--- config.mk ---
export PLATFORM = sky130hd
export DESIGN_NAME = pulse_rx_multi
export DESIGN_NICKNAME = d
export VERILOG_FILES = /design/src/rtl/pulse_rx_multi.sv
export SDC_FILE = /design/constraint.sdc
export NUM_CORES = 1
export LEC_CHECK = 0
export BUFFER_PORTS_ARGS = -buffer_cell sky130_fd_sc_hd__buf_2
export CAP_MARGIN = 10
export CORE_ASPECT_RATIO = 1.4
export CORE_UTILIZATION = 58
export DETAILED_ROUTE_END_ITERATION = 8
export PLACE_DENSITY = 0.83
export SLEW_MARGIN = 20
export SYNTH_ARGS = -nofsm -noshare
export SYNTH_HDL_FRONTEND = slang
export SYNTH_SLANG_ARGS = --single-unit
export TNS_END_PERCENT = 50
--- constraint.sdc ---
create_clock -name clk_in -period 3.3 [get_ports clk_in]
set_clock_uncertainty 0.2 [all_clocks]
set_input_delay 0.33 -clock clk_in [delete_from_list [all_inputs] [get_ports clk_in]]
set_output_delay 0.33 -clock clk_in [all_outputs]
set_load 0.02 [all_outputs]
--- src/rtl/pulse_rx_multi.sv ---
// Pulse-distance receiver: synchronises and debounces the raw receiver pin,
// times burst/silence durations and decodes sync, repeat and variable-length
// data frames into a right-aligned code word with its bit count.
module pulse_rx_multi #(
  parameter int SBD       = 1000,
  parameter int SSD       = 1000,
  parameter int RSD       = 500,
  parameter int BBD       = 500,
  parameter int BSD0      = 250,
  parameter int BSD1      = 500,
  parameter int MARGIN    = 100,
  parameter int MAX_WIDTH = 128,
  parameter int DEBOUNCE  = 4
) (
  input  logic                               clk_in,
  input  logic                               rst_in,
  input  logic                               signal_in,
  output logic [MAX_WIDTH-1:0]               code_out,
  output logic [$clog2(MAX_WIDTH+1)-1:0]     len_out,
  output logic                               new_code_out,
  output logic                               repeat_out,
  output logic [2:0]                         error_out,
  output logic                               new_error_out,
  output logic [3:0]                         state_out
);

  localparam int LW      = $clog2(MAX_WIDTH + 1);
  localparam int LONGEST = (SBD > SSD) ? SBD : SSD;
  localparam int CW      = $clog2(LONGEST + MARGIN + 2);
  localparam int DW      = (DEBOUNCE > 1) ? $clog2(DEBOUNCE) : 1;

  localparam logic [CW-1:0] SB_LO   = CW'(SBD - MARGIN);
  localparam logic [CW-1:0] SB_HI   = CW'(SBD + MARGIN);
  localparam logic [CW-1:0] SS_HI   = CW'(SSD + MARGIN);
  localparam logic [CW-1:0] BB_HI   = CW'(BBD + MARGIN);
  localparam logic [CW-1:0] END_CNT = CW'(BSD1 + MARGIN + 1);

  typedef enum logic [3:0] {
    IDLE       = 4'd0,
    SYNC_BURST = 4'd1,
    SYNC_SIL   = 4'd2,
    BIT_BURST  = 4'd3,
    BIT_SIL    = 4'd4,
    REP_BURST  = 4'd5,
    ERROR      = 4'd6
  } state_t;

  state_t                state;
  logic                  sync_p0, sync_p1;
  logic                  level, level_d;
  logic [DW-1:0]         deb_cnt;
  logic [CW-1:0]         cnt;
  logic [MAX_WIDTH-1:0]  shift;
  logic [LW-1:0]         bit_cnt;
  logic                  rise, fall;

  // Duration counter increment that sticks at all-ones instead of wrapping.
  function automatic logic [CW-1:0] sat_inc(input logic [CW-1:0] c);
    sat_inc = (&c) ? c : c + 1'b1;
  endfunction

  // True when a measured duration lies within +/-MARGIN of nominal n.
  function automatic logic in_win(input logic [CW-1:0] c, input int n);
    in_win = (c >= CW'(n - MARGIN)) && (c <= CW'(n + MARGIN));
  endfunction

  assign rise      = level & ~level_d;
  assign fall      = ~level & level_d;
  assign state_out = state;

  // Two-flop synchroniser on the asynchronous receiver pin.
  always_ff @(posedge clk_in) begin
    if (!rst_in) begin
      sync_p0 <= 1'b0;
      sync_p1 <= 1'b0;
    end else begin
      sync_p0 <= signal_in;
      sync_p1 <= sync_p0;
    end
  end

  // Glitch filter: adopt the new level only after DEBOUNCE equal samples.
  always_ff @(posedge clk_in) begin
    if (!rst_in) begin
      level   <= 1'b0;
      deb_cnt <= '0;
    end else if (sync_p1 != level) begin
      if (deb_cnt == DW'(DEBOUNCE - 1)) begin
        level   <= sync_p1;
        deb_cnt <= '0;
      end else begin
        deb_cnt <= deb_cnt + 1'b1;
      end
    end else begin
      deb_cnt <= '0;
    end
  end

  // Edge history and cycles-since-edge counter; on an edge cycle cnt equals
  // the length of the level that just ended.
  always_ff @(posedge clk_in) begin
    if (!rst_in) begin
      level_d <= 1'b0;
      cnt     <= '0;
    end else begin
      level_d <= level;
      cnt     <= (level != level_d) ? CW'(1) : sat_inc(cnt);
    end
  end

  // Frame decoder FSM with registered code, length, error and pulse outputs.
  always_ff @(posedge clk_in) begin
    if (!rst_in) begin
      state         <= IDLE;
      shift         <= '0;
      bit_cnt       <= '0;
      code_out      <= '0;
      len_out       <= '0;
      error_out     <= '0;
      new_code_out  <= 1'b0;
      repeat_out    <= 1'b0;
      new_error_out <= 1'b0;
    end else begin
      new_code_out  <= 1'b0;
      repeat_out    <= 1'b0;
      new_error_out <= 1'b0;
      case (state)
        IDLE: begin
          if (rise) state <= SYNC_BURST;
        end
        SYNC_BURST: begin
          if (cnt > SB_HI) begin
            state <= ERROR; error_out <= 3'd1; new_error_out <= 1'b1;
          end else if (fall) begin
            // A short burst is treated as noise and dropped without an error.
            state <= (cnt >= SB_LO) ? SYNC_SIL : IDLE;
          end
        end
        SYNC_SIL: begin
          if (rise) begin
            if (in_win(cnt, SSD)) begin
              // Accepted sync: start a fresh message and forget the old error.
              state     <= BIT_BURST;
              shift     <= '0;
              bit_cnt   <= '0;
              error_out <= '0;
            end else if (in_win(cnt, RSD)) begin
              state <= REP_BURST;
            end else begin
              state <= ERROR; error_out <= 3'd2; new_error_out <= 1'b1;
            end
          end else if (cnt > SS_HI) begin
            state <= ERROR; error_out <= 3'd2; new_error_out <= 1'b1;
          end
        end
        REP_BURST: begin
          if (cnt > BB_HI) begin
            state <= ERROR; error_out <= 3'd2; new_error_out <= 1'b1;
          end else if (fall) begin
            if (in_win(cnt, BBD)) begin
              repeat_out <= 1'b1;
              state      <= IDLE;
            end else begin
              state <= ERROR; error_out <= 3'd2; new_error_out <= 1'b1;
            end
          end
        end
        BIT_BURST: begin
          if (cnt > BB_HI) begin
            state <= ERROR; error_out <= 3'd3; new_error_out <= 1'b1;
          end else if (fall) begin
            if (in_win(cnt, BBD)) begin
              state <= BIT_SIL;
            end else begin
              state <= ERROR; error_out <= 3'd3; new_error_out <= 1'b1;
            end
          end
        end
        BIT_SIL: begin
          if (rise) begin
            if (in_win(cnt, BSD0) || in_win(cnt, BSD1)) begin
              if (bit_cnt == LW'(MAX_WIDTH)) begin
                state <= ERROR; error_out <= 3'd5; new_error_out <= 1'b1;
              end else begin
                // First bit received ends up at position len-1.
                shift   <= {shift[MAX_WIDTH-2:0], in_win(cnt, BSD1)};
                bit_cnt <= bit_cnt + 1'b1;
                state   <= BIT_BURST;
              end
            end else begin
              state <= ERROR; error_out <= 3'd4; new_error_out <= 1'b1;
            end
          end else if (cnt >= END_CNT) begin
            // Silence too long for a bit: the preceding burst terminated the message.
            if (bit_cnt != '0) begin
              code_out     <= shift;
              len_out      <= bit_cnt;
              new_code_out <= 1'b1;
              state        <= IDLE;
            end else begin
              state <= ERROR; error_out <= 3'd6; new_error_out <= 1'b1;
            end
          end
        end
        ERROR: begin
          // Wait for a long quiet line before listening for the next sync.
          if (!level && !level_d && cnt >= SS_HI) state <= IDLE;
        end
        default: state <= IDLE;
      endcase
    end
  end

endmodule

==> run summary <==
Status: complete, no violations
Max cap viols: 0
CTS Buffer Depth: 3
Drt pass-1 iters: 5
Detailed Route Iter0 Violations: 596
Total Power: 7.257 mW
Share of cells above drive strength 1: 17.06%
Crit-path leading delay family: compound AO/OA/AOI/OAI gates
Die ar.: 21,320 µm²
Residual overflow from global routing: 0
Io pins: 149
Unique masters post-synth: 64
Synth async-reset ratio: 0%
Final Cell Area: 13,970 µm²
Vias per cell: 5.578
Final period utilization: 88.71%
Worst-path clk slew: 0.06 ns
Netlist Area Pre-Place: 12,030 µm²
Worst slew margin relative to its limit: 49.68%
Crit path time final: 2.928 ns
Avg Inst Size Synth: 8.403 µm²
Detailed Route WL: 26.20 mm
DP HPWL: 16.75 mm
Worst R2R Setup Slack: 0.37 ns
CP max stage delay: 0.55 ns
# rows: 62
Pwr/cell area: 519.6 nW/µm²
VDD IR-drop max: 0.0005845 V
Top post-synthesis cells by area: dfxtp_1 (50%), nand2_1 (13%), a21boi_0 (8.5%)
Area growth syn-to-layout: 16.16%
RSZ-0062 raised after global routing: false
Type of origin of the critical path: register
Setup tns final: 0 ns
GR Util All Layers: 24.93%
Critical Path AT: 3.11 ns
Residual DRC count: 0
Placed cell count: 1,739
Dpl ws: 0.3774 ns
Slew @ Worst Pin: 0.7548 ns
# resized after CTS: 0
Final hold vios: 0
Final Instance Count excl. Fillers: 1,792
Post-synth EDFFs: 0
First-pass GRT wire length: 43.64 mm
Routed Antenna Nets: 0
Dominant synthesized flop cell: dfxtp_1
Antenna cells: 0
Die W: 123.7 µm
Max-slew violations: 0
Setup ws final: 0.3724 ns
Mapped Cells: 1,431
Worst hold path type: input port to register
Synthesized Nets: 1,444
Achievable Freq: 341.6 MHz
Root buffer selected by CTS: clkbuf_16
Crit Path Class: register to register
CTS tree: yes
Nets: 1,527
Port-buffer cells: 147
Crit. End Element: register
Post-synth top area share: 49.61%
Die height: 172.4 µm
Crit Path Max Fanout: 22
Worst EP required: 3.48 ns
Post-DR wirelength/cell: 14.62 µm
Most common cell in the synthesized netlist: nand2_1
Setup violators final: 0
Synth warn: 0
Critical path buffers and inverters: 1
Largest net degree at the start of global routing: 92
Yosys top cell by area: dfxtp_1
Initial core utilization: 58.94%
CTS Buf Count: 28
Vias in the first global route: 9,432
Via Count: 9,995
Initial antenna violation count: 0
Lkg Pwr: 5.249 nW
Slowest library cell on the worst path: dfxtp_1
Skew-Pair Late Insertion Delay: 0.54 ns
Clk sinks: 298
Register area share after synthesis: 49.61%
#FFs+latches synth: 298
Core area: 20,400 µm²
Final Core Density: 68.47%
GPL Wtd Cong: 0.8833
H-tree levels: 1
Critical path cell sequence: and4b_1 -> o311ai_1 -> a311o_2 -> a22o_4 -> nand2_4 -> buf_4 -> or3_1 -> o21ai_0
Top cells by count, synth: nand2_1 (414), dfxtp_1 (298), a21boi_0 (136)
Hold WS: 0.07564 ns
Area post-placement: 12,920 µm²
-- cell usage in the layout (no fill, tap or decap), types with 3 or more instances in the layout --
master     netlist  layout
o21ai_2         30      30
and3_1           9       8
o21ai_0        108     108
nor3_1           9       9
nand2_1        414     412
nand3b_1         3       3
xnor2_1          7       7
a31oi_1          4       4
o21a_1           3       3
nand3_1         17      16
xor2_1           7       7
clkbuf_8         0       9
inv_1           10      10
a21oi_1         15      15
clkinv_2         0       5
ha_1            10      10
o211ai_1         3       3
a211o_1          3       3
buf_4            3      13
bufinv_16        0       5
nor2b_1          4       4
nand4_1          5       5
and2_1           8       8
nor2_1          25      25
buf_2           20     146
buf_12           0      12
a21boi_0       136     136
or3_1          127     127
o311a_1          3       3
a32o_1           3       3
nand2b_1         6       6
dfxtp_1        298     298
a21o_1           3       3
clkbuf_16        0      28
-- worst paths after layout --
kind | depth (start not counted) | startpoint | to
worst min register to register | 1 | deb_cnt[0]$_SDFF_PP0_ | deb_cnt[0]$_SDFF_PP0_
worst max register to register | 8 | cnt[6]$_SDFFE_PP0N_ | shift[48]$_SDFFE_PN0P_
worst max-delay path | 8 | cnt[6]$_SDFFE_PP0N_ | shift[48]$_SDFFE_PN0P_
worst min-delay path | 2 | rst_in | cnt[0]$_SDFFE_PN0P_
-- state kept, by name, indices dropped and copies added, names as in the netlist --
| name | flops |
|---|---|
| cnt | 11 |
| repeat_out | 1 |
| bit_cnt | 8 |
| state_out | 3 |
| new_error_out | 1 |
| new_code_out | 1 |
| level | 1 |
| sync_p0 | 1 |
| code_out | 128 |
| shift | 128 |
| len_out | 8 |
| level_d | 1 |
| deb_cnt | 2 |
| sync_p1 | 1 |
| error_out | 3 |
-- final cells by class --
type	instances	area [µm²]
Clock buffer	39	832.0
Clock inverter	13	207.7
Fill cell	1634	6434
Inverter	10	37.54
Multi-Input combinational cell	1003	5515
Sequential cell	298	5966
Tap cell	256	320.3
Timing Repair Buffer	173	1090
-- cell families after synthesis --
logic type,Yosys count,synth area share [%]
buffers and inverters,130,4.797
AO/OA/AOI/OAI,333,18.84
multiplexers,3,0.2601
other,1,0.03118
AND/OR/NAND/NOR,642,24.40
XOR/XNOR,14,1.020
adder cells (fa/ha/maj),10,1.040
flip-flops,298,49.61
-- repair_timing --
item                                   CTS  global route
hold buffers                             1             0
setup buffers                            0             0
endpoints found under the hold margin    1             0
-- routing by layer --
| metal | global-route usage, % | up-vias | routed length (µm) |
|---|---|---|---|
| li1 | - | 5008 | - |
| met3 | 3.562 | 64 | 1205 |
| met2 | 43.14 | 247 | 12980 |
| met5 | 0 | - | 0 |
| met1 | 30.00 | 4676 | 10940 |
| met4 | 11.89 | 0 | 1066 |
-- power by group --
part	leakage, nW	internal (mW)	switching, mW
Sequential	2.40	3.60	0.0147
Clock	0.513	2.15	1.38
Combinational	2.34	0.0421	0.0699
Power figures use the tool's default switching activity.
